### src/rtl/mips_pkg.sv
// ============================================================================
// Module      : mips_pkg
// Description : Shared opcode/funct codes, forward-select encodings and
//               hazard helper functions for the MIPS ID-stage controller.
// Revision    : 1.0 - initial release
// ============================================================================
`default_nettype none

package mips_pkg;

  typedef logic [1:0] tuse_t;
  typedef logic [1:0] fwd_t;

  // Per-field read descriptor: rd=0 means the field is not a source operand.
  typedef struct packed {
    logic  rd;
    tuse_t tuse;
  } use_t;

  localparam fwd_t FWD_GRF = 2'd0;
  localparam fwd_t FWD_M   = 2'd1;
  localparam fwd_t FWD_W   = 2'd2;

  localparam logic [5:0] OP_SPECIAL = 6'h00;
  localparam logic [5:0] OP_REGIMM  = 6'h01;
  localparam logic [5:0] OP_BEQ     = 6'h04;
  localparam logic [5:0] OP_BNE     = 6'h05;
  localparam logic [5:0] OP_BLEZ    = 6'h06;
  localparam logic [5:0] OP_BGTZ    = 6'h07;
  localparam logic [5:0] OP_ADDI    = 6'h08;
  localparam logic [5:0] OP_ADDIU   = 6'h09;
  localparam logic [5:0] OP_SLTI    = 6'h0a;
  localparam logic [5:0] OP_SLTIU   = 6'h0b;
  localparam logic [5:0] OP_ANDI    = 6'h0c;
  localparam logic [5:0] OP_ORI     = 6'h0d;
  localparam logic [5:0] OP_XORI    = 6'h0e;
  localparam logic [5:0] OP_LB      = 6'h20;
  localparam logic [5:0] OP_LH      = 6'h21;
  localparam logic [5:0] OP_LW      = 6'h23;
  localparam logic [5:0] OP_LBU     = 6'h24;
  localparam logic [5:0] OP_LHU     = 6'h25;
  localparam logic [5:0] OP_SB      = 6'h28;
  localparam logic [5:0] OP_SH      = 6'h29;
  localparam logic [5:0] OP_SW      = 6'h2b;

  localparam logic [5:0] F_SLL   = 6'h00;
  localparam logic [5:0] F_SRL   = 6'h02;
  localparam logic [5:0] F_SRA   = 6'h03;
  localparam logic [5:0] F_JR    = 6'h08;
  localparam logic [5:0] F_JALR  = 6'h09;
  localparam logic [5:0] F_MFHI  = 6'h10;
  localparam logic [5:0] F_MTHI  = 6'h11;
  localparam logic [5:0] F_MFLO  = 6'h12;
  localparam logic [5:0] F_MTLO  = 6'h13;
  localparam logic [5:0] F_MULT  = 6'h18;
  localparam logic [5:0] F_MULTU = 6'h19;
  localparam logic [5:0] F_DIV   = 6'h1a;
  localparam logic [5:0] F_DIVU  = 6'h1b;
  localparam logic [5:0] F_ADDU  = 6'h21;

  function automatic logic gpr_hazard(input logic [4:0] f, input use_t u,
                                      input logic [4:0] a3_e, input logic [1:0] tnew_e,
                                      input logic [4:0] a3_m, input logic [1:0] tnew_m);
    return u.rd && (f != 5'd0) &&
           (((f == a3_e) && (tnew_e > u.tuse)) || ((f == a3_m) && (tnew_m > u.tuse)));
  endfunction

  function automatic fwd_t fwd_select(input logic [4:0] f,
                                      input logic [4:0] a3_m, input logic [1:0] tnew_m,
                                      input logic [4:0] a3_w, input logic regwrite_w);
    if ((f != 5'd0) && (f == a3_m) && (tnew_m == 2'd0)) return FWD_M;
    if ((f != 5'd0) && (f == a3_w) && regwrite_w)       return FWD_W;
    return FWD_GRF;
  endfunction

endpackage

`default_nettype wire

### src/rtl/md_busy_cnt.sv
// ============================================================================
// Module      : md_busy_cnt
// Description : Mult/div occupancy counter; md_busy is a registered flag.
// Revision    : 1.0 - initial release
// ============================================================================
`default_nettype none

module md_busy_cnt #(
  parameter int MULT_CYCLES = 5,
  parameter int DIV_CYCLES  = 10,
  parameter int CNT_W       = 4
) (
  input  logic clk,
  input  logic reset,
  input  logic start_e,
  input  logic is_div_e,
  output logic md_busy
);

  logic [CNT_W-1:0] r_count;
  logic             r_md_busy;
  logic [CNT_W-1:0] w_load;

  assign w_load = is_div_e ? CNT_W'(DIV_CYCLES) : CNT_W'(MULT_CYCLES);

  // The flag is registered alongside the count so it never glitches.
  always_ff @(posedge clk or negedge reset) begin
    if (!reset) begin
      r_count   <= '0;
      r_md_busy <= 1'b0;
    end else if (start_e) begin
      r_count   <= w_load;
      r_md_busy <= (w_load != '0);
    end else if (r_count != '0) begin
      r_count   <= r_count - CNT_W'(1);
      r_md_busy <= (r_count != CNT_W'(1));
    end
  end

  assign md_busy = r_md_busy;

  a_no_restart: assert property (@(posedge clk) disable iff (!reset) !(start_e && r_md_busy));

endmodule

`default_nettype wire

### src/rtl/md_hazard_ctrl.sv
// ============================================================================
// Module      : md_hazard_ctrl
// Description : ID-stage hazard/forwarding control with mult/div busy tracking.
//               Optional stall-cycle counter enabled by macro STALL_CNT_EN.
// Revision    : 1.0 - initial release
// ============================================================================
`default_nettype none

module md_hazard_ctrl
  import mips_pkg::*;
#(
  parameter int MULT_CYCLES = 5,
  parameter int DIV_CYCLES  = 10,
  parameter int CNT_W       = 4
) (
  input  logic        clk,
  input  logic        reset,
  input  logic [31:0] instr_d,
  input  logic [4:0]  a3_e,
  input  logic [1:0]  tnew_e,
  input  logic [4:0]  a3_m,
  input  logic [1:0]  tnew_m,
  input  logic [4:0]  a3_w,
  input  logic        regwrite_w,
  input  logic        start_e,
  input  logic        is_div_e,
  output logic [1:0]  forward_rsd,
  output logic [1:0]  forward_rtd,
  output logic        stall,
  output logic        id_ex_clr,
  output logic        md_busy
`ifdef STALL_CNT_EN
  ,
  output logic [31:0] stall_cnt
`endif
);

  logic [5:0] w_op;
  logic [5:0] w_funct;
  logic [4:0] w_rs;
  logic [4:0] w_rt;
  use_t       w_rs_use;
  use_t       w_rt_use;
  logic       w_is_md;
  logic       w_gpr_stall;
  logic       w_md_stall;
  logic       w_stall;
  logic       w_unused_bits;

  assign w_op          = instr_d[31:26];
  assign w_rs          = instr_d[25:21];
  assign w_rt          = instr_d[20:16];
  assign w_funct       = instr_d[5:0];
  assign w_unused_bits = ^instr_d[15:6];

  always_comb begin
    w_rs_use = '{rd: 1'b0, tuse: 2'd0};
    w_rt_use = '{rd: 1'b0, tuse: 2'd0};
    w_is_md  = 1'b0;
    case (w_op)
      OP_SPECIAL: begin
        case (w_funct)
          F_JR, F_JALR:         w_rs_use = '{rd: 1'b1, tuse: 2'd0};
          F_SLL, F_SRL, F_SRA:  w_rt_use = '{rd: 1'b1, tuse: 2'd1};
          F_MFHI, F_MFLO:       w_is_md  = 1'b1;
          F_MTHI, F_MTLO: begin
            w_rs_use = '{rd: 1'b1, tuse: 2'd1};
            w_is_md  = 1'b1;
          end
          F_MULT, F_MULTU, F_DIV, F_DIVU: begin
            w_rs_use = '{rd: 1'b1, tuse: 2'd1};
            w_rt_use = '{rd: 1'b1, tuse: 2'd1};
            w_is_md  = 1'b1;
          end
          default: begin
            w_rs_use = '{rd: 1'b1, tuse: 2'd1};
            w_rt_use = '{rd: 1'b1, tuse: 2'd1};
          end
        endcase
      end
      OP_REGIMM, OP_BLEZ, OP_BGTZ: w_rs_use = '{rd: 1'b1, tuse: 2'd0};
      OP_BEQ, OP_BNE: begin
        w_rs_use = '{rd: 1'b1, tuse: 2'd0};
        w_rt_use = '{rd: 1'b1, tuse: 2'd0};
      end
      OP_ADDI, OP_ADDIU, OP_SLTI, OP_SLTIU, OP_ANDI, OP_ORI, OP_XORI,
      OP_LB, OP_LH, OP_LW, OP_LBU, OP_LHU:
        w_rs_use = '{rd: 1'b1, tuse: 2'd1};
      OP_SB, OP_SH, OP_SW: begin
        w_rs_use = '{rd: 1'b1, tuse: 2'd1};
        w_rt_use = '{rd: 1'b1, tuse: 2'd2};
      end
      default: ;
    endcase
  end

  assign w_gpr_stall = gpr_hazard(w_rs, w_rs_use, a3_e, tnew_e, a3_m, tnew_m) |
                       gpr_hazard(w_rt, w_rt_use, a3_e, tnew_e, a3_m, tnew_m);
  // start_e covers the issue cycle, before md_busy has registered.
  assign w_md_stall  = w_is_md && (start_e || md_busy);
  assign w_stall     = w_gpr_stall | w_md_stall;

  assign stall       = w_stall;
  assign id_ex_clr   = w_stall;
  assign forward_rsd = fwd_select(w_rs, a3_m, tnew_m, a3_w, regwrite_w);
  assign forward_rtd = fwd_select(w_rt, a3_m, tnew_m, a3_w, regwrite_w);

  md_busy_cnt #(
    .MULT_CYCLES (MULT_CYCLES),
    .DIV_CYCLES  (DIV_CYCLES),
    .CNT_W       (CNT_W)
  ) u_md_busy_cnt (
    .clk      (clk),
    .reset    (reset),
    .start_e  (start_e),
    .is_div_e (is_div_e),
    .md_busy  (md_busy)
  );

`ifdef STALL_CNT_EN
  logic [31:0] r_stall_cnt;

  always_ff @(posedge clk or negedge reset) begin
    if (!reset) r_stall_cnt <= '0;
    else if (w_stall) r_stall_cnt <= r_stall_cnt + 32'd1;
  end

  assign stall_cnt = r_stall_cnt;
`endif

endmodule

`default_nettype wire

### config.mk
export PLATFORM = sky130hd
export DESIGN_NAME = md_hazard_ctrl
export DESIGN_NICKNAME = d
export VERILOG_FILES = /design/src/rtl/mips_pkg.sv /design/src/rtl/md_busy_cnt.sv /design/src/rtl/md_hazard_ctrl.sv
export SDC_FILE = /design/constraint.sdc
export NUM_CORES = 1
export LEC_CHECK = 0
export CORE_MARGIN = 2
export CORE_UTILIZATION = 30
export DETAILED_ROUTE_END_ITERATION = 8
export GPL_TIMING_DRIVEN = 0
export PLACE_DENSITY = 0.67
export SETUP_SLACK_MARGIN = 0.5
export SYNTH_ARGS = -nofsm -noshare
export SYNTH_HDL_FRONTEND = slang
export SYNTH_SLANG_ARGS = --single-unit
### constraint.sdc
create_clock -name clk -period 8.25 [get_ports clk]
set_input_delay 2.475 -clock clk [delete_from_list [all_inputs] [get_ports clk]]
set_output_delay 2.475 -clock clk [all_outputs]
set_load 0.02 [all_outputs]
Word level (Yosys, flattened, before mapping)

Index checks and enable logic that the tools add are counted.

Reduce and logical (&&, ||, !) cells: 36
Add/subtract/negate cells: 1
Equal/unequal tests: 39
Magnitude comparators: 4
Multiplexer cells: 25
Bitwise operators: 2

Operators by type and width:

| kind                                                   | number |
|---|---|
| == test 6 x 4 -> 1 bit (second input constant)         | 9 |
| == test 6 x 5 -> 1 bit (second input constant)         | 8 |
| == test 6 bit (second input constant)                  | 8 |
| == test 5 bit                                          | 6 |
| == test 6 x 3 -> 1 bit (second input constant)         | 4 |
| one-hot mux 3 bit (3 select lines)                     | 2 |
| logical AND 1 bit                                      | 17 |
| 2-to-1 mux 2 bit                                       | 8 |
| OR reduction 15 bit                                    | 1 |
| == test 6 x 2 -> 1 bit (second input constant)         | 2 |
| zero test 6 bit                                        | 2 |
| 2-to-1 mux 4 bit                                       | 3 |
| 2-to-1 mux 1 bit                                       | 10 |
| nonzero test 5 bit                                     | 2 |
| OR reduction 5 bit                                     | 2 |
| greater-than comparator 2 bit                          | 4 |
| nonzero test 4 bit                                     | 2 |
| OR reduction 8 bit                                     | 1 |
| == test 6 x 1 -> 1 bit (second input constant)         | 1 |
| one-hot mux 3 bit (2 select lines)                     | 1 |
| OR reduction 6 bit                                     | 1 |
| inequality test 4 x 1 -> 1 bit (second input constant) | 1 |
| OR reduction 2 bit                                     | 2 |
| subtractor 4 x 1 -> 4 bit (second input constant)      | 1 |
| other kinds (6)                                        | 9 |

Input port bits: 56
Logic and storage cells: 109
Output and inout bits: 7
Register bits after elaboration: 5

Longest topological paths before layout

Word-level depth: 10
Depth in mapped cells: 11
Gate-level depth less buffers: 10

Modules after synthesis

Synthesis repeated with hierarchy kept, for this count alone.

Cells, all modules: 127
Area total of the unflattened synthesis: 1,008.5 µm²

Modules (own cells, without submodules):

| module         | cells each | area each (µm²) | times used |
|---|---|---|---|
| md_hazard_ctrl | 100        | 706.9           | 1 |
| md_busy_cnt    | 27         | 301.5           | 1 |

Least setup slack after synthesis

Ideal clock, no wire load.

Path type: input -> output
From: input instr_d[1]
To: output stall
Path buffers: 1
Slack: 1.141 ns
Data arrival time: 4.634 ns
Stages on the path: 9
Cells stage by stage: or3b_1 > o21ai_0 > a21oi_1 > ha_1 > a2111oi_0 > o2bb2a_1 > or3_1 > o211ai_1 > buf_4

Longest elaborated chain between the ends: 10
Elaborated cells on any way between the ends: 40

RTL lines:

| item                                                                   | RTL line              | source |
|---|---|---|
| start: declaration                                                     | md_hazard_ctrl.sv:18  | `input logic [31:0] instr_d,` |
| == test 6 x 5 -> 1 bit, or another cell as far along                   | md_hazard_ctrl.sv:62  | `case (w_funct)` |
| OR reduction 5 bit (no line), or another cell as far along             | n/a                   |  |
| one-hot mux 3 bit (2 select lines) or 2-to-1 mux 3 bit (tied branches) | md_hazard_ctrl.sv:62  |  |
| one-hot mux 3 bit (3 select lines)                                     | md_hazard_ctrl.sv:60  | `case (w_op)` |
| greater-than comparator 2 bit                                          | mips_pkg.sv:65        | `(((f == a3_e) && (tnew_e > u.tuse)) \|\| ((f == a3_m) && (tnew_m > u.tuse)));` |
| logical AND 1 bit                                                      | mips_pkg.sv:65        |  |
| logical OR 1 bit                                                       | mips_pkg.sv:65        |  |
| logical AND 1 bit                                                      | mips_pkg.sv:64        | `return u.rd && (f != 5'd0) &&` |
| bitwise OR 1 bit                                                       | md_hazard_ctrl.sv:97  | `assign w_gpr_stall = gpr_hazard(w_rs, w_rs_use, a3_e, tnew_e, a3_m, tnew_m) \|` |
| bitwise OR 1 bit *                                                     | md_hazard_ctrl.sv:101 | `assign w_stall = w_gpr_stall \| w_md_stall;` |
| end: declaration                                                       | md_hazard_ctrl.sv:29  | `output logic stall,` |

Every way passes the cells marked *; elsewhere a longest branch is shown, timed or not.

Worst setup path after layout

From: input instr_d[30]
To: output stall

Longest elaborated chain between the ends: 9
Elaborated cells on any way between the ends: 45

RTL lines:

| item                                                        | RTL line |
|---|---|
| == test 6 bit, or another cell as far along                 | md_hazard_ctrl.sv:60 |
| OR reduction 15 bit (no line), or another cell as far along | n/a |
| one-hot mux 3 bit (3 select lines)                          | md_hazard_ctrl.sv:60 |
| greater-than comparator 2 bit                               | mips_pkg.sv:65 |
| logical AND 1 bit                                           | mips_pkg.sv:65 |
| logical OR 1 bit                                            | mips_pkg.sv:65 |
| logical AND 1 bit                                           | mips_pkg.sv:64 |
| bitwise OR 1 bit                                            | md_hazard_ctrl.sv:97 |
| bitwise OR 1 bit *                                          | md_hazard_ctrl.sv:101 |

Marked as above.

==> run metrics <==
top-count cell post-synth xnor2_1; DR iter-0 viols 39; top cells by count, synth xnor2_1 (21), inv_1 (11), nor3_1 (11), xor2_1 (11), a21oi_1 (9); Pins Over Slew Limit 0; total clock sinks 5; row count 21; largest net degree at the start of global routing 9; Lkg Pwr 0.659 nW; Critical Path AT 5110 ps; grt total ovfl 0; Ant. Diodes 0; worst hold path type reg2reg; Hold Buf Count CTS 0; Syn-to-layout area delta 63.3%; CP top delay family buffers and inverters; Worst EP required 5780 ps; max-cap check violation count 0; Syn Area/Cell about 8 sq um; IO buf count between 50 and 60; Die Wd about 63 um; Sequential Power Share a little under a quarter; Tmin final roughly 7600 ps; Setup-failing EPs final 0; Pwr Density about 80 nW/um^2; CP peak stage delay between 400 and 500 ps; core footprint roughly 3300 sq um; leading area contributor after synthesis xnor2_1; highest clock rate around 130 MHz; dpl ws -141 ps; crit path kind in2out; asr flop ratio synth 100%; clock-pin slew on the worst setup and hold paths 40 ps; CTS tree yes; clock power share about a fifth; Tot Pwr 0.136 mW; combinational share of power 55.9%; die height around 63 um; top_reg_cell synth dfrtp_1; RSZ-0062 raised after global routing false; worst path bufs/invs 3; Psw 0.0471 mW; CTS Buffer Depth 2; DRC viols 0; setup ws final 669 ps; Starting Density 31.0%; Hold Fails Final Rpt 0; # nets final ~250; post-route ant nets 0; total CTS buffers 3; clock root buffer clkbuf_4; final wirelength 2.92 mm; layout cells sized above 1 a little under a tenth; Yosys warning count 0; crit path cell chain clkdlybuf4s50_1 > nor2_2 > nand4_1 > a21oi_2 > ha_1 > a2111oi_2 > o2bb2a_1 > or3_1 > o211ai_1 > buf_4 > clkdlybuf4s15_2; outcome complete, no violations; worst vdd ir around 0.053 mV; Mapped Area approximately 1000 sq um; Unique masters post-synth 38; gate count of the mapped netlist ~130; register area share after synthesis between 10% and 20%; Vias/cell just under 5; DR vias 1143; Detailed Routing Iterations Pass 1 2; Internal Power 0.0892 mW; Startpoint Class input pin; Tcrit/Tclk final 91.9%; Yosys reg bits 5; die area around 4000 sq um; first-pass GRT wire length between 5 and 6 mm; vias in the first global route 1172; worst-margin pin slew approximately 490 ps; largest cells by area after synthesis xnor2_1 (18%), dfrtp_1 (12%), xor2_1 (9.4%), ha_1 (8.5%), nor3_1 (5.4%); Wirelength per Cell between 10 and 15 um; initial antenna violation count 0; Worst Clk Skew 3.68 ps; number of flops mapped to enable cells by yosys 0; Global Route Usage Sum 15.4%; switching share of power 34.6%; worst skew pair latency roughly 240 ps; Top Ports 63; max_slew headroom 67.6%; Yosys top cell area share between 15 and 20%; syn nets 195; DP HPWL roughly 2.5 mm; Worst path slowest cell clkdlybuf4s50_1; crit path max fanout 4; H-tree depth 1; Crit. End Element primary output; RD Place Congestion 0.833
## cells in the final DEF (no fill, tap or decap), types with 2 or more instances in the layout
cell / netlist / routed
nand2_1: 6 / 6
a21oi_1: 9 / 8
inv_1: 11 / 11
nor2_1: 6 / 4
dlygate4sd2_1: 0 / 3
nand3_1: 4 / 4
dfrtp_1: 5 / 5
or3_1: 2 / 2
dlymetal6s2s_1: 0 / 4
clkdlybuf4s50_1: 0 / 44
o21ai_0: 5 / 5
nand4_1: 4 / 4
nor2_2: 0 / 2
nor3_1: 11 / 11
xor2_1: 11 / 11
xnor2_1: 21 / 21
buf_4: 1 / 3
o211ai_1: 3 / 3
ha_1: 7 / 7
a211oi_1: 2 / 2
o21a_1: 2 / 2
nor4_1: 2 / 2
clkbuf_4: 0 / 3
## path summary, 6_finish.rpt
kind / startpoint / endpoint / slack (ps) / cells after the start
setup / recovery: instr_d[30] / stall / 670 / 11
hold / removal: u_md_busy_cnt.md_busy / u_md_busy_cnt.md_busy / 550 / 2
setup reg to reg: u_md_busy_cnt.r_count[0] / u_md_busy_cnt.r_count[1] / 6640 / 5
hold reg to reg: u_md_busy_cnt.md_busy / u_md_busy_cnt.md_busy / 550 / 2
max in group asynchronous: reset / u_md_busy_cnt.r_count[3] / 5600 / 1
min in group asynchronous: reset / u_md_busy_cnt.md_busy / 2460 / 1
## repair_timing
item	CTS	global route
hold endpoints to repair	0	0
pin swaps	0	1
gates resized for setup	10	7
setup buffers	1	1
setup endpoints to repair	2	2
## state kept, by name, indices dropped and copies added (netlist names)
name	cells
u_md_busy_cnt.md_busy	1
u_md_busy_cnt.r_count	4
## logic make-up (layout without fill, tap and decap cells)
| kind of cell | Yosys count | count (layout) | synth area share, % |
|---|---|---|---|
| buffers and inverters | 12 | 70 | 4.75 |
| AO/OA/AOI/OAI | 32 | 32 | 22.8 |
| AND/OR/NAND/NOR | 43 | 43 | 23.0 |
| multiplexers | 1 | 1 | 1.46 |
| XOR/XNOR | 32 | 32 | 27.3 |
| adder cells (fa/ha/maj) | 7 | 7 | 8.53 |
| flip-flops | 5 | 5 | 12.2 |
## worst min-delay path, cell delays in order, from the launching register on
cell and delay, ps:
dfrtp_1 370, nand2_1 60, o211ai_1 80
## per-layer routing
metal | GRT usage (%) | wire length (um)
met2 | 28.6 | 1480
met5 | 0 | 0
met4 | 2.50 | 8
met1 | 17.8 | 1230
met3 | 4.14 | 203
## power groups by stage
stage                     sequential (mW)  combinational, mW  clock (mW)
after floorplan                    0.0316             0.0366           0
after global placement             0.0319             0.0737           0
after detailed placement           0.0321             0.0755           0
after CTS                          0.0317             0.0764      0.0288
after global routing               0.0322             0.0842      0.0317
final                              0.0318             0.0761      0.0284
## per-stage QoR
step	hold WS (ps)	setup TNS (ps)	util [%]	cell area, sq um	std cells
finish	553	0	50.7	1680	236
global route	584	0	50.7	1680	236
CTS	554	0	49.8	1650	235
detailed placement	543	-197	48.5	1610	230
global placement	534	-62.0	48.5	1610	230
floorplan	513	0	-	1030	132
## layout make-up
class	instances	area (sq um)
Buffer	1	7.51
Inverter	11	41.3
Tap cell	46	57.6
Sequential cell	5	125
Clock buffer	4	26.3
Multi-Input combinational cell	115	877
Fill cell	344	1630
Timing Repair Buffer	54	543
(Power assumes the default switching activity.)
